$ cat src/rtl/bp_dma_to_axi_master.sv
// Bridges the L2 DMA packet/data interface onto an AXI4 master, one fixed-length INCR burst
// per DMA packet, strictly one transaction in flight.
module bp_dma_to_axi_master #(
  parameter int caddr_width_p    = 32,
  parameter int l2_fill_width_p  = 64,
  parameter int l2_block_width_p = 512,
  parameter int axi_addr_width_p = 32,
  parameter logic [axi_addr_width_p-1:0] axi_base_addr_p = '0
) (
  input  logic                          clk_i,
  input  logic                          reset_n_i,
  input  logic [caddr_width_p:0]        dma_pkt_i,
  input  logic                          dma_pkt_v_i,
  output logic                          dma_pkt_yumi_o,
  input  logic [l2_fill_width_p-1:0]    dma_data_i,
  input  logic                          dma_data_v_i,
  output logic                          dma_data_yumi_o,
  output logic [l2_fill_width_p-1:0]    dma_data_o,
  output logic                          dma_data_v_o,
  input  logic                          dma_data_ready_and_i,
  output logic [axi_addr_width_p-1:0]   m_axi_awaddr_o,
  output logic                          m_axi_awvalid_o,
  input  logic                          m_axi_awready_i,
  output logic [7:0]                    m_axi_awlen_o,
  output logic [2:0]                    m_axi_awsize_o,
  output logic [1:0]                    m_axi_awburst_o,
  output logic [l2_fill_width_p-1:0]    m_axi_wdata_o,
  output logic [l2_fill_width_p/8-1:0]  m_axi_wstrb_o,
  output logic                          m_axi_wlast_o,
  output logic                          m_axi_wvalid_o,
  input  logic                          m_axi_wready_i,
  input  logic [1:0]                    m_axi_bresp_i,
  input  logic                          m_axi_bvalid_i,
  output logic                          m_axi_bready_o,
  output logic [axi_addr_width_p-1:0]   m_axi_araddr_o,
  output logic                          m_axi_arvalid_o,
  input  logic                          m_axi_arready_i,
  output logic [7:0]                    m_axi_arlen_o,
  output logic [2:0]                    m_axi_arsize_o,
  output logic [1:0]                    m_axi_arburst_o,
  input  logic [l2_fill_width_p-1:0]    m_axi_rdata_i,
  input  logic [1:0]                    m_axi_rresp_i,
  input  logic                          m_axi_rlast_i,
  input  logic                          m_axi_rvalid_i,
  output logic                          m_axi_rready_o,
  output logic                          error_o
);

  localparam int NumBeats = l2_block_width_p / l2_fill_width_p;
  localparam int CntW     = $clog2(NumBeats) + 1;
  localparam int BlkOffW  = $clog2(l2_block_width_p / 8);
  localparam int WideW    = (caddr_width_p > axi_addr_width_p) ? caddr_width_p : axi_addr_width_p;
  localparam logic [CntW-1:0]          LastBeat = CntW'(NumBeats - 1);
  localparam logic [caddr_width_p-1:0] OffMask  = caddr_width_p'((1 << BlkOffW) - 1);

  typedef enum logic [2:0] {IDLE, RD_ADDR, RD_DATA, WR_ADDR, WR_DATA, WR_RESP} state_e;

  state_e                        state_q, state_d;
  logic [axi_addr_width_p-1:0]   addr_q, addr_d;
  logic [CntW-1:0]               cnt_q, cnt_d;
  logic                          error_q, error_d;
  logic [caddr_width_p-1:0]      blk_addr;
  logic [WideW-1:0]              blk_addr_wide;
  logic                          rd_hs, wr_hs;

  // Block-align the packet address, then resize to the AXI address width before rebasing.
  assign blk_addr      = dma_pkt_i[caddr_width_p-1:0] & ~OffMask;
  assign blk_addr_wide = WideW'(blk_addr);

  assign rd_hs = (state_q == RD_DATA) && m_axi_rvalid_i && dma_data_ready_and_i;
  assign wr_hs = (state_q == WR_DATA) && dma_data_v_i && m_axi_wready_i;

  always_comb begin
    state_d = state_q;
    addr_d  = addr_q;
    cnt_d   = cnt_q;
    error_d = error_q;
    case (state_q)
      IDLE: if (dma_pkt_v_i) begin
        addr_d  = axi_addr_width_p'(blk_addr_wide) + axi_base_addr_p;
        cnt_d   = '0;
        state_d = dma_pkt_i[caddr_width_p] ? WR_ADDR : RD_ADDR;
      end
      RD_ADDR: if (m_axi_arready_i) state_d = RD_DATA;
      RD_DATA: if (rd_hs) begin
        cnt_d = cnt_q + CntW'(1);
        if (m_axi_rresp_i != 2'b00) error_d = 1'b1;
        if (m_axi_rlast_i) state_d = IDLE;
      end
      WR_ADDR: if (m_axi_awready_i) state_d = WR_DATA;
      WR_DATA: if (wr_hs) begin
        cnt_d = cnt_q + CntW'(1);
        if (cnt_q == LastBeat) state_d = WR_RESP;
      end
      WR_RESP: if (m_axi_bvalid_i) begin
        if (m_axi_bresp_i != 2'b00) error_d = 1'b1;
        state_d = IDLE;
      end
      default: state_d = IDLE;
    endcase
  end

  always_ff @(posedge clk_i) begin
    if (!reset_n_i) begin
      state_q <= IDLE;
      addr_q  <= '0;
      cnt_q   <= '0;
      error_q <= 1'b0;
    end else begin
      state_q <= state_d;
      addr_q  <= addr_d;
      cnt_q   <= cnt_d;
      error_q <= error_d;
    end
  end

  // Handshake outputs are forced low while reset is held, even before the state register clears.
  assign dma_pkt_yumi_o  = reset_n_i && (state_q == IDLE) && dma_pkt_v_i;
  assign m_axi_arvalid_o = reset_n_i && (state_q == RD_ADDR);
  assign m_axi_araddr_o  = addr_q;
  assign m_axi_arlen_o   = 8'(NumBeats - 1);
  assign m_axi_arsize_o  = 3'($clog2(l2_fill_width_p / 8));
  assign m_axi_arburst_o = 2'b01;
  assign m_axi_rready_o  = reset_n_i && (state_q == RD_DATA) && dma_data_ready_and_i;
  assign dma_data_v_o    = reset_n_i && (state_q == RD_DATA) && m_axi_rvalid_i;
  assign dma_data_o      = m_axi_rdata_i;

  assign m_axi_awvalid_o = reset_n_i && (state_q == WR_ADDR);
  assign m_axi_awaddr_o  = addr_q;
  assign m_axi_awlen_o   = 8'(NumBeats - 1);
  assign m_axi_awsize_o  = 3'($clog2(l2_fill_width_p / 8));
  assign m_axi_awburst_o = 2'b01;
  assign m_axi_wvalid_o  = reset_n_i && (state_q == WR_DATA) && dma_data_v_i;
  assign m_axi_wdata_o   = dma_data_i;
  assign m_axi_wstrb_o   = '1;
  assign m_axi_wlast_o   = (state_q == WR_DATA) && (cnt_q == LastBeat);
  assign dma_data_yumi_o = m_axi_wvalid_o && m_axi_wready_i;
  assign m_axi_bready_o  = reset_n_i && (state_q == WR_RESP);
  assign error_o         = error_q;

  // The slave's rlast ends the burst; the beat counter only cross-checks it.
  rlastOnFinalBeat: assert property (@(posedge clk_i) disable iff (!reset_n_i)
    (rd_hs && m_axi_rlast_i) |-> (cnt_q == LastBeat));

endmodule

$ cat config.mk
export PLATFORM = sky130hd
export DESIGN_NAME = bp_dma_to_axi_master
export DESIGN_NICKNAME = d
export VERILOG_FILES = /design/src/rtl/bp_dma_to_axi_master.sv
export SDC_FILE = /design/constraint.sdc
export NUM_CORES = 1
export LEC_CHECK = 0
export CAP_MARGIN = 5
export CORE_AREA = 10 10 154 156
export DETAILED_ROUTE_END_ITERATION = 16
export DIE_AREA = 0 0 164 166
export SYNTH_ARGS = -nofsm -noshare
export SYNTH_HDL_FRONTEND = slang
export SYNTH_SLANG_ARGS = --single-unit
$ cat constraint.sdc
create_clock -name clk_i -period 2.8 [get_ports clk_i]
set_input_delay 0.28 -clock clk_i [delete_from_list [all_inputs] [get_ports clk_i]]
set_output_delay 0.28 -clock clk_i [all_outputs]
set_load 0.005 [all_outputs]
After elaboration in Yosys (flattened, before gate mapping) --
Index checks and enable logic that the tools add are counted.
Word-level totals: bits in registers 34, input port bits 176, output and inout port bits 236, word-level logic and storage cells 65
Cells by class: add/sub/neg operators 1, eq/ne operators 16, multiplexer cells 19, reduce and logical (&&, ||, !) cells 25
Operator list (count):
- $mux W3 | 8
- $pmux W3 S6 | 1
- $logic_and A1 B1 Y1 | 16
- $ne A2 B2 Y1 const B | 8
- $mux W4 | 3
- $pmux W4 S3 | 1
- $reduce_and A8 Y1 | 1
- $eq A3 B2 Y1 const B | 2
- $eq A3 B3 Y1 const B | 2
- $reduce_bool A2 Y1 | 3
- $reduce_and A5 Y1 | 1
- $add A4 B1 Y4 const B | 1
- $eq A4 B3 Y1 const B | 1
- $mux W1 | 4
- $ne A2 B1 Y1 const B | 2
- $reduce_and A4 Y1 | 1
- $eq A3 B1 Y1 const B | 1
- $logic_not A3 Y1 | 1
- $reduce_bool A3 Y1 | 1
- $mux W2 | 1
- $pmux W1 S2 | 1
- $reduce_and A2 Y1 | 1

Logic depth before layout (Yosys ltp) --
Gate-level depths: netlist of run 1.
depth after elaboration 5, gate-level depth with buffers 6, gate-level depth less buffers 5

Worst setup path after synthesis of run 1 --
No wires, ideal clock.
kind register -> output, start point register state_q[2], end point output port dma_pkt_yumi_o, arrival 1.198 ns, required time 2.520 ns, setup slack 1.322 ns, cell stages (with the launch flop) 4, path buffers 1, path through dfxtp_1 nor4b_4 buf_4 and2_1
On the way: word-level cells in the longest chain between the ends 3
Ends and longest elaborated chain:
- start: declaration | RTL line 58 | state_e state_q, state_d;
- start signal: assignment | RTL line 110 | state_q <= state_d;
- $logic_not A3 Y1 | RTL line 118 | assign dma_pkt_yumi_o = reset_n_i && (state_q == IDLE) && dma_pkt_v_i;
- $logic_and A1 B1 Y1 (2 in series) | RTL line 118
- end: declaration | RTL line 14 | output logic dma_pkt_yumi_o,
No other way between the ends.

Worst setup path after layout of run 1 --
start point register state_q[0], end point output port dma_data_yumi_o
On the way: word-level cells in the longest chain between the ends 4
Ends and longest elaborated chain:
- $eq A3 B3 Y1 | RTL line 133 | assign m_axi_wvalid_o = reset_n_i && (state_q == WR_DATA) && dma_data_v_i;
- $logic_and A1 B1 Y1 (2 in series) | RTL line 133
- $logic_and A1 B1 Y1 | RTL line 137 | assign dma_data_yumi_o = m_axi_wvalid_o && m_axi_wready_i;
- end: declaration | RTL line 17 | output logic dma_data_yumi_o,
No other way between the ends.

==> results of run 1 <==
-- worst max-delay path: stages (launching register included) --
cell and delay (ns):
dfxtp_1 0.51, nor3b_1 0.51, and3_1 0.25, and2_1 0.13, clkdlybuf4s50_1 0.50
-- state kept, by name, indices dropped and copies added (netlist names) --
register	count
state_q	3
cnt_q	4
m_axi_araddr_o	26
error_o	1
-- stage by stage --
| stage | utilization [%] | area (um2) |
|---|---|---|
| 2_1_floorplan | - | 3300 |
| 3_3_place_gp | 15.2 | 3150 |
| 3_5_place_dp | 15.2 | 3150 |
| 4_1_cts | 15.9 | 3300 |
| 5_1_grt | 15.9 | 3300 |
| 6_report | 15.9 | 3300 |
-- power breakdown --
part	switching (mW)	total, mW	internal [mW]
Sequential	0.107	0.684	0.578
Clock	0.247	0.600	0.353
Combinational	0.366	0.825	0.459
Total	0.720	2.11	1.39
-- how the worst min path moves through the flow --
stage                               startpoint  cells after the start  slack [ns]                              end
2_1_floorplan                    dma_pkt_i[10]                      2        0.41  m_axi_araddr_o[10]$_SDFFE_PN0P_
3_3_place_gp             cnt_q[3]$_SDFFE_PN0P_                      1        0.45            cnt_q[3]$_SDFFE_PN0P_
3_5_place_dp              error_o$_SDFFE_PN0P_                      1        0.46             error_o$_SDFFE_PN0P_
4_1_cts        m_axi_araddr_o[26]$_SDFFE_PN0P_                      2        0.47  m_axi_araddr_o[26]$_SDFFE_PN0P_
5_1_grt        m_axi_araddr_o[15]$_SDFFE_PN0P_                      2        0.48  m_axi_araddr_o[15]$_SDFFE_PN0P_
6_report                  error_o$_SDFFE_PN0P_                      1        0.46             error_o$_SDFFE_PN0P_
-- cell usage in the layout (no fill, tap or decap), types with 4 or more instances in the layout --
cell type and count:
nor2_1 4, conb_1 46, buf_4 5, dfxtp_1 34, clkdlybuf4s50_1 103, clkbuf_16 5, a21boi_1 28, nand3_1 6
nand2b_1 5, nand2_1 58, and3_1 4
-- routing by layer --
layer | track usage [%] | share of wire, % | up-vias | wire length (um)
met2 | 9.64 | 41 | 195 | 4160
li1 | - | - | 901 | -
met1 | 5.64 | 30 | 863 | 3090
met5 | 0 | 0 | - | 0
met4 | 7.77 | 10 | 0 | 1030
met3 | 4.86 | 18 | 90 | 1870
-- cell type report --
type | count | area [um2] | area share, %
clock buffers | 6 | 139 | 4.21
clock inverters | 2 | 12.5 | 0.379
inverters | 1 | 3.75 | 0.114
multi-input cells | 189 | 1050 | 31.8
flip-flops and latches | 34 | 681 | 20.6
well taps | 275 | 344 | 10.4
repair buffers | 108 | 1070 | 32.4
-- kinds of logic after synthesis --
family / after synthesis / share of synthesized area (%)
flip-flops: 34 / 21.7
buffers and inverters: 212 / 50.1
AO/OA/AOI/OAI: 45 / 11.2
other: 2 / 0.239
multiplexers: 3 / 0.997
AND/OR/NAND/NOR: 94 / 15.4
adder cells (fa/ha/maj): 1 / 0.399
==> metrics.txt, run 1 <==
status=finished, final reports clean; Worst Setup End Kind=output pin; Data arrival, critical path=2.19 ns; worst-margin pin slew=0.648 ns; antenna viol nets, final=0; Tmin final=2.47 ns; critical path type=register to output pin; Port Buffer Count=103; synth top area cells=buf_4 (49%), dfxtp_1 (22%), nand2_1 (6.9%); Synth top cells by count=buf_4 (204), nand2_1 (58), dfxtp_1 (34); die area=27200 um2; DR vias=2049; count leader, synth=buf_4; Lkg Pwr=1.23 nW; DRT Wirelength=10200 um; dpl cells=607; clock buffer count from CTS=5; final period utilization=88.2%; final worst slack=0.331 ns; Hold Crit Class=register to register; Register-to-Register Path Depth=5; Yosys top cell area share=48.8%; Area Growth Syn to Fin=5.15%; Starting Density=15.2%; layout cell share with drive strength beyond 1=6.47%; Synth Instances=391; Post-synth EDFFs=0; buffers inserted by post-CTS timing repair=0; max_slew headroom=56.7%; ys async rst share=0%; final non-filler cell total=615; Max Buffers Root-to-Sink=2; Achievable Freq=405 MHz; vias per inst=3.33; Ports=412; pwr/cell area=640 nW/um2; post-synth top area cell=buf_4; DR pass1 iterations=4; max-cap violations=0; Avg Inst Size Synth=8.02 um2; crit path capture=dma_data_yumi_o; sequential area share after synthesis=21.7%; Top FF cell, synth=dfxtp_1; flop2flop setup slack=0.98 ns; initial antenna violation count=0; DR WL/cell=16.5 um; clock root buffer=clkbuf_16; Die X=164 um; Clk Latency, worst-skew pair=0.29 ns; Total Routing Usage GR=6.76%; Setup-failing EPs final=0; Hold-fix buffers, CTS=0; Fin Hold WS=0.464 ns; #FFs+latches synth=34; # resized after CTS=0; maximum VDD drop=0.275 mV; synthesized cell area=3140 um2; max-slew violation count=0; Data required, critical path=2.52 ns; clock tree from TritonCTS=built; H-tree levels=2; DR DRC count=0; vias in the first global route=2078; Fin. Hold Viols=0; Post-Route Setup TNS=0 ns; Critical Path Start=state_q[0]$_SDFFE_PN0P_; largest net degree at the start of global routing=28; first-pass GRT wire length=13400 um; CP startpoint kind=register; height of the die=166 um; Syn. warnings=0; routability cong.=0.691; num rows=53; Final Net Count=516; pre-CTS setup slack=0.599 ns; RSZ-0062 raised after global routing=no; total power=2.11 mW; RR Endpoint=cnt_q[2]$_SDFFE_PN0P_; clock sink total=34; Clock Skew=0.00296 ns; core area=20700 um2; CTS clk-pin slew, worst paths=0.06 ns; Final HPWL DP=8040 um; GR Overflow Total=0; number of diodes=0; Synth cell types=42; worst-path maximum fanout=14; Worst R2R Start=state_q[1]$_SDFFE_PN0P_; 1st-iter DRT viols=90; fillers=2385
Note: power is estimated with default switching activity, not from simulation.
==> run 2, diff against run 1 <==
--- a/config.mk
+++ b/config.mk
@@ -6,9 +6,10 @@
 export NUM_CORES = 1
 export LEC_CHECK = 0
 export CAP_MARGIN = 5
-export CORE_AREA = 10 10 154 156
+export CORE_AREA = 10 10 152 154
 export DETAILED_ROUTE_END_ITERATION = 16
-export DIE_AREA = 0 0 164 166
+export DIE_AREA = 0 0 162 164
+export DONT_BUFFER_PORTS = 1
 export SYNTH_ARGS = -nofsm -noshare
 export SYNTH_HDL_FRONTEND = slang
 export SYNTH_SLANG_ARGS = --single-unit
==> metrics.txt, run 2 (synthesized netlist as in run 1, its figures left out) <==
max-cap violations=0; status=finished, final reports clean; number of diodes=0; num rows=52; fillers=2345; dpl cells=495; DR DRC count=0; worst-path maximum fanout=15; routability cong.=0.713; clock tree from TritonCTS=built; max reg flops=26; final period utilization=74.9%; initial antenna violation count=0; flop2flop setup slack=0.95 ns; CTS clk-pin slew, worst paths=0.06 ns; die area=26600 um2; first-pass GRT wire length=12400 um; DRT Wirelength=9210 um; height of the die=164 um; buffers inserted by post-CTS timing repair=0; H-tree levels=2; vias in the first global route=1767; Setup-failing EPs final=0; Port Buffer Count=0; Clock Skew=0.00444 ns; Post-Route Setup TNS=0 ns; critical path type=register to output pin; clock sink total=34; Area Growth Syn to Fin=-29.0%; 1st-iter DRT viols=85; maximum VDD drop=0.202 mV; Clk Latency, worst-skew pair=0.29 ns; Total Routing Usage GR=6.47%; max-slew violation count=0; most common cell after layout, fill and taps aside=nand2_1; Worst Setup End Kind=output pin; Tmin final=2.10 ns; Max Buffers Root-to-Sink=2; Register-to-Register Path Depth=4; Hold-fix buffers, CTS=0; Data required, critical path=2.52 ns; DR pass1 iterations=4; clock buffer count from CTS=5; Die X=162 um; GR Overflow Total=0; DR WL/cell=18.3 um; Worst R2R Start=state_q[2]$_SDFFE_PN0P_; Ports=412; Final Net Count=409; Hold Crit Class=primary input to register; antenna viol nets, final=0; Achievable Freq=477 MHz; core area=20000 um2; final non-filler cell total=503; worst-margin pin slew=0.718 ns; pwr/cell area=761 nW/um2; DR vias=1676; Final HPWL DP=7130 um; vias per inst=3.33; worst hold path endpoint=error_o$_SDFFE_PN0P_; # resized after CTS=0; Lkg Pwr=0.831 nW; hold path startpoint=reset_n_i; layout cell share with drive strength beyond 1=7.30%; Fin. Hold Viols=0; RR Endpoint=cnt_q[1]$_SDFFE_PN0P_; CP startpoint kind=register; commonest cells after routing, fill and taps aside=nand2_1 (58), conb_1 (46), dfxtp_1 (34); Starting Density=15.7%; largest net degree at the start of global routing=43; hold path depth=1; clock root buffer=clkbuf_16; Fin Hold WS=0.118 ns; Data arrival, critical path=1.82 ns; max_slew headroom=52.1%; RSZ-0062 raised after global routing=no
run 2: metal layers:
metal / up-vias / wire (um) / GRT usage (%)
met2: 189 / 3850 / 9.04
met4: 0 / 955 / 7.53
li1: 687 / - / -
met1: 717 / 2640 / 4.99
met3: 83 / 1770 / 5.76
met5: - / 0 / 0
run 2: critical path, stage by stage, from the launching register on:
cell	delay, ns
dfxtp_1	0.70
nor3b_1	0.34
and3_1	0.27
and2_1	0.22
run 2: power breakdown:
group | total [mW] | internal (mW) | switching [mW] | leakage (nW)
logic | 0.370 | 0.141 | 0.229 | 0.478
registers | 0.743 | 0.578 | 0.165 | 0.278
clock network | 0.582 | 0.353 | 0.229 | 0.0739
run 2: through the flow:
step	cell area, um2	power [mW]	setup slack [ns]	utilization (%)
after floorplan	3300	1.32	1.32	-
after global placement	2080	1.14	0.888	10.4
after detailed placement	2080	1.14	0.884	10.4
after CTS	2230	1.75	0.651	11.1
after global routing	2230	1.84	0.576	11.1
final	2230	1.69	0.704	11.1
run 2: how the worst max path moves through the flow:
stage / from / endpoint / slack (ns) / depth (start not counted)
finish: state_q[2]$_SDFFE_PN0P_ / dma_data_yumi_o / 0.70 / 3
global route: state_q[2]$_SDFFE_PN0P_ / dma_data_yumi_o / 0.58 / 3
CTS: state_q[2]$_SDFFE_PN0P_ / dma_data_yumi_o / 0.65 / 3
detailed placement: state_q[2]$_SDFFE_PN0P_ / cnt_q[1]$_SDFFE_PN0P_ / 0.88 / 4
global placement: state_q[2]$_SDFFE_PN0P_ / cnt_q[1]$_SDFFE_PN0P_ / 0.89 / 4
floorplan: state_q[2]$_SDFFE_PN0P_ / dma_pkt_yumi_o / 1.32 / 3
run 2: cell type report:
cell class	count	area (um2)	area share (%)
sequential	34	681	30.6
clock inverter	1	5.00	0.225
inverter	1	3.75	0.169
timing repair buffer	1	7.51	0.337
clock buffer	7	143	6.40
tap	270	338	15.2
multi-input combinational	189	1050	47.1
==> run 3, diff against run 2 <==
==> constraint.sdc (replaced) <==
create_clock -name clk_i -period 1.9 [get_ports clk_i]
set_input_delay 0.19 -clock clk_i [delete_from_list [all_inputs] [get_ports clk_i]]
set_output_delay 0.19 -clock clk_i [all_outputs]
set_load 0.005 [all_outputs]
==> metrics.txt, run 3 (synthesized netlist as in run 1, its figures left out) <==
CP startpoint kind=register; Starting Density=15.7%; Clk Latency, worst-skew pair=0.29 ns; initial antenna violation count=0; layout cell share with drive strength beyond 1=10.1%; Data required, critical path=1.71 ns; CTS clk-pin slew, worst paths=0.06 ns; Die X=162 um; flop2flop setup slack=0.26 ns; Clock Skew=0.00433 ns; crit path capture=dma_data_yumi_o; 1st-iter DRT viols=43; routability cong.=0.720; DR DRC count=0; clock root buffer=clkbuf_16; die area=26600 um2; worst-path maximum fanout=10; Worst Setup End Kind=output pin; Total Routing Usage GR=6.42%; Final Net Count=414; critical path type=register to output pin; final period utilization=93.5%; maximum VDD drop=0.460 mV; DR vias=1692; most common cell after layout, fill and taps aside=nand2_1; final worst slack=0.123 ns; clock sink total=34; Setup-failing EPs final=0; DR pass1 iterations=4; Achievable Freq=563 MHz; core area=20000 um2; first-pass GRT wire length=12300 um; Hold Crit Class=primary input to register; pwr/cell area=1140 nW/um2; max-cap violations=0; num rows=52; status=finished, final reports clean; dpl cells=500; final non-filler cell total=508; GR Overflow Total=0; Max Buffers Root-to-Sink=2; H-tree levels=2; Ports=412; largest net degree at the start of global routing=43; max reg flops=26; Lkg Pwr=0.867 nW; Post-Route Setup TNS=0 ns; Port Buffer Count=0; Worst Path Buf+Inv=1; DRT Wirelength=9320 um; DR WL/cell=18.3 um; Fin Hold WS=0.0245 ns; Register-to-Register Path Depth=5; Largest stage delay, worst path=0.40 ns; commonest cells after routing, fill and taps aside=nand2_1 (58), conb_1 (46), dfxtp_1 (34); Tmin final=1.78 ns; vias in the first global route=1769; max-slew violation count=0; height of the die=164 um; RSZ-0062 raised after global routing=no; slowest CP cell=dfxtp_1; CP Depth=4; crit-path cells=buf_4 > nor3b_2 > and3_1 > and2_1; Fin. Hold Viols=0; RR Endpoint=state_q[2]$_SDFFE_PN0P_; clock buffer count from CTS=5; Area Growth Syn to Fin=-26.7%; Final HPWL DP=7420 um; pre-CTS setup slack=0.295 ns; Critical Path Start=state_q[1]$_SDFFE_PN0P_; Worst R2R Start=state_q[1]$_SDFFE_PN0P_; Data arrival, critical path=1.59 ns; vias per inst=3.33; antenna viol nets, final=0; clock tree from TritonCTS=built; number of diodes=0; crit-path leading delay family=simple AND/OR/NAND/NOR gates
run 3: cell count changes in the layout (fill, tap and decap cells not counted), sizes merged:
| cell | delta |
|---|---|
| buf | +5 |
| clkbuf | -1 |
| clkinvlp | +1 |
run 3: layout make-up:
| type | count | area (um2) |
|---|---|---|
| fill | 2312 | 17700 |
| tap | 270 | 338 |
| multi-input combinational | 189 | 1050 |
| clock inverter | 2 | 12.5 |
| timing repair buffer | 6 | 70.1 |
| inverter | 1 | 3.75 |
| sequential | 34 | 681 |
| clock buffer | 6 | 139 |
run 3: timing repair:
action | in CTS | in global routing
gates resized for setup | 1 | 0
setup endpoints to repair | 1 | 0
buffers inserted | 0 | 0
hold buffers | 0 | 0
run 3: worst register-to-register path: cells and delay by family, from the launching register on:
kind	cells	cell delay, ns
DFF	1	0.50
buffers and inverters	1	0.23
AOI/OAI and AO/OA	3	0.49
and+or+nand+nor	1	0.33
run 3: through the flow:
stage | power, mW | util, % | cell area [um2]
after global routing | 2.80 | 11.5 | 2300
after detailed placement | 1.78 | 10.7 | 2140
final | 2.61 | 11.5 | 2300
after global placement | 1.76 | 10.7 | 2140
after floorplan | 1.95 | - | 3300
after CTS | 2.70 | 11.5 | 2300
run 3: worst min-delay path by stage:
| stage | start | end | slack [ns] | cells after the start |
|---|---|---|---|---|
| 6_report | reset_n_i | error_o$_SDFFE_PN0P_ | 0.02 | 1 |
| 5_1_grt | reset_n_i | error_o$_SDFFE_PN0P_ | 0.02 | 1 |
| 4_1_cts | dma_pkt_i[17] | m_axi_araddr_o[17]$_SDFFE_PN0P_ | 0.01 | 2 |
| 3_5_place_dp | reset_n_i | error_o$_SDFFE_PN0P_ | 0.32 | 1 |
| 3_3_place_gp | reset_n_i | error_o$_SDFFE_PN0P_ | 0.32 | 1 |
| 2_1_floorplan | dma_pkt_i[10] | m_axi_araddr_o[10]$_SDFFE_PN0P_ | 0.32 | 2 |
run 3: report_power, final:
part           switching (mW)  internal [mW]
sequential              0.217          0.852
combinational           0.392          0.282
clock                   0.348          0.520
total                   0.957           1.65
run 3: per-layer routing:
layer  global-route usage, %  share of wire, %  wire [um]
met1                    4.51                27       2540
met3                    6.33                20       1880
met2                    9.02                42       3920
met4                    7.57                10        975
met5                       0                 0          0
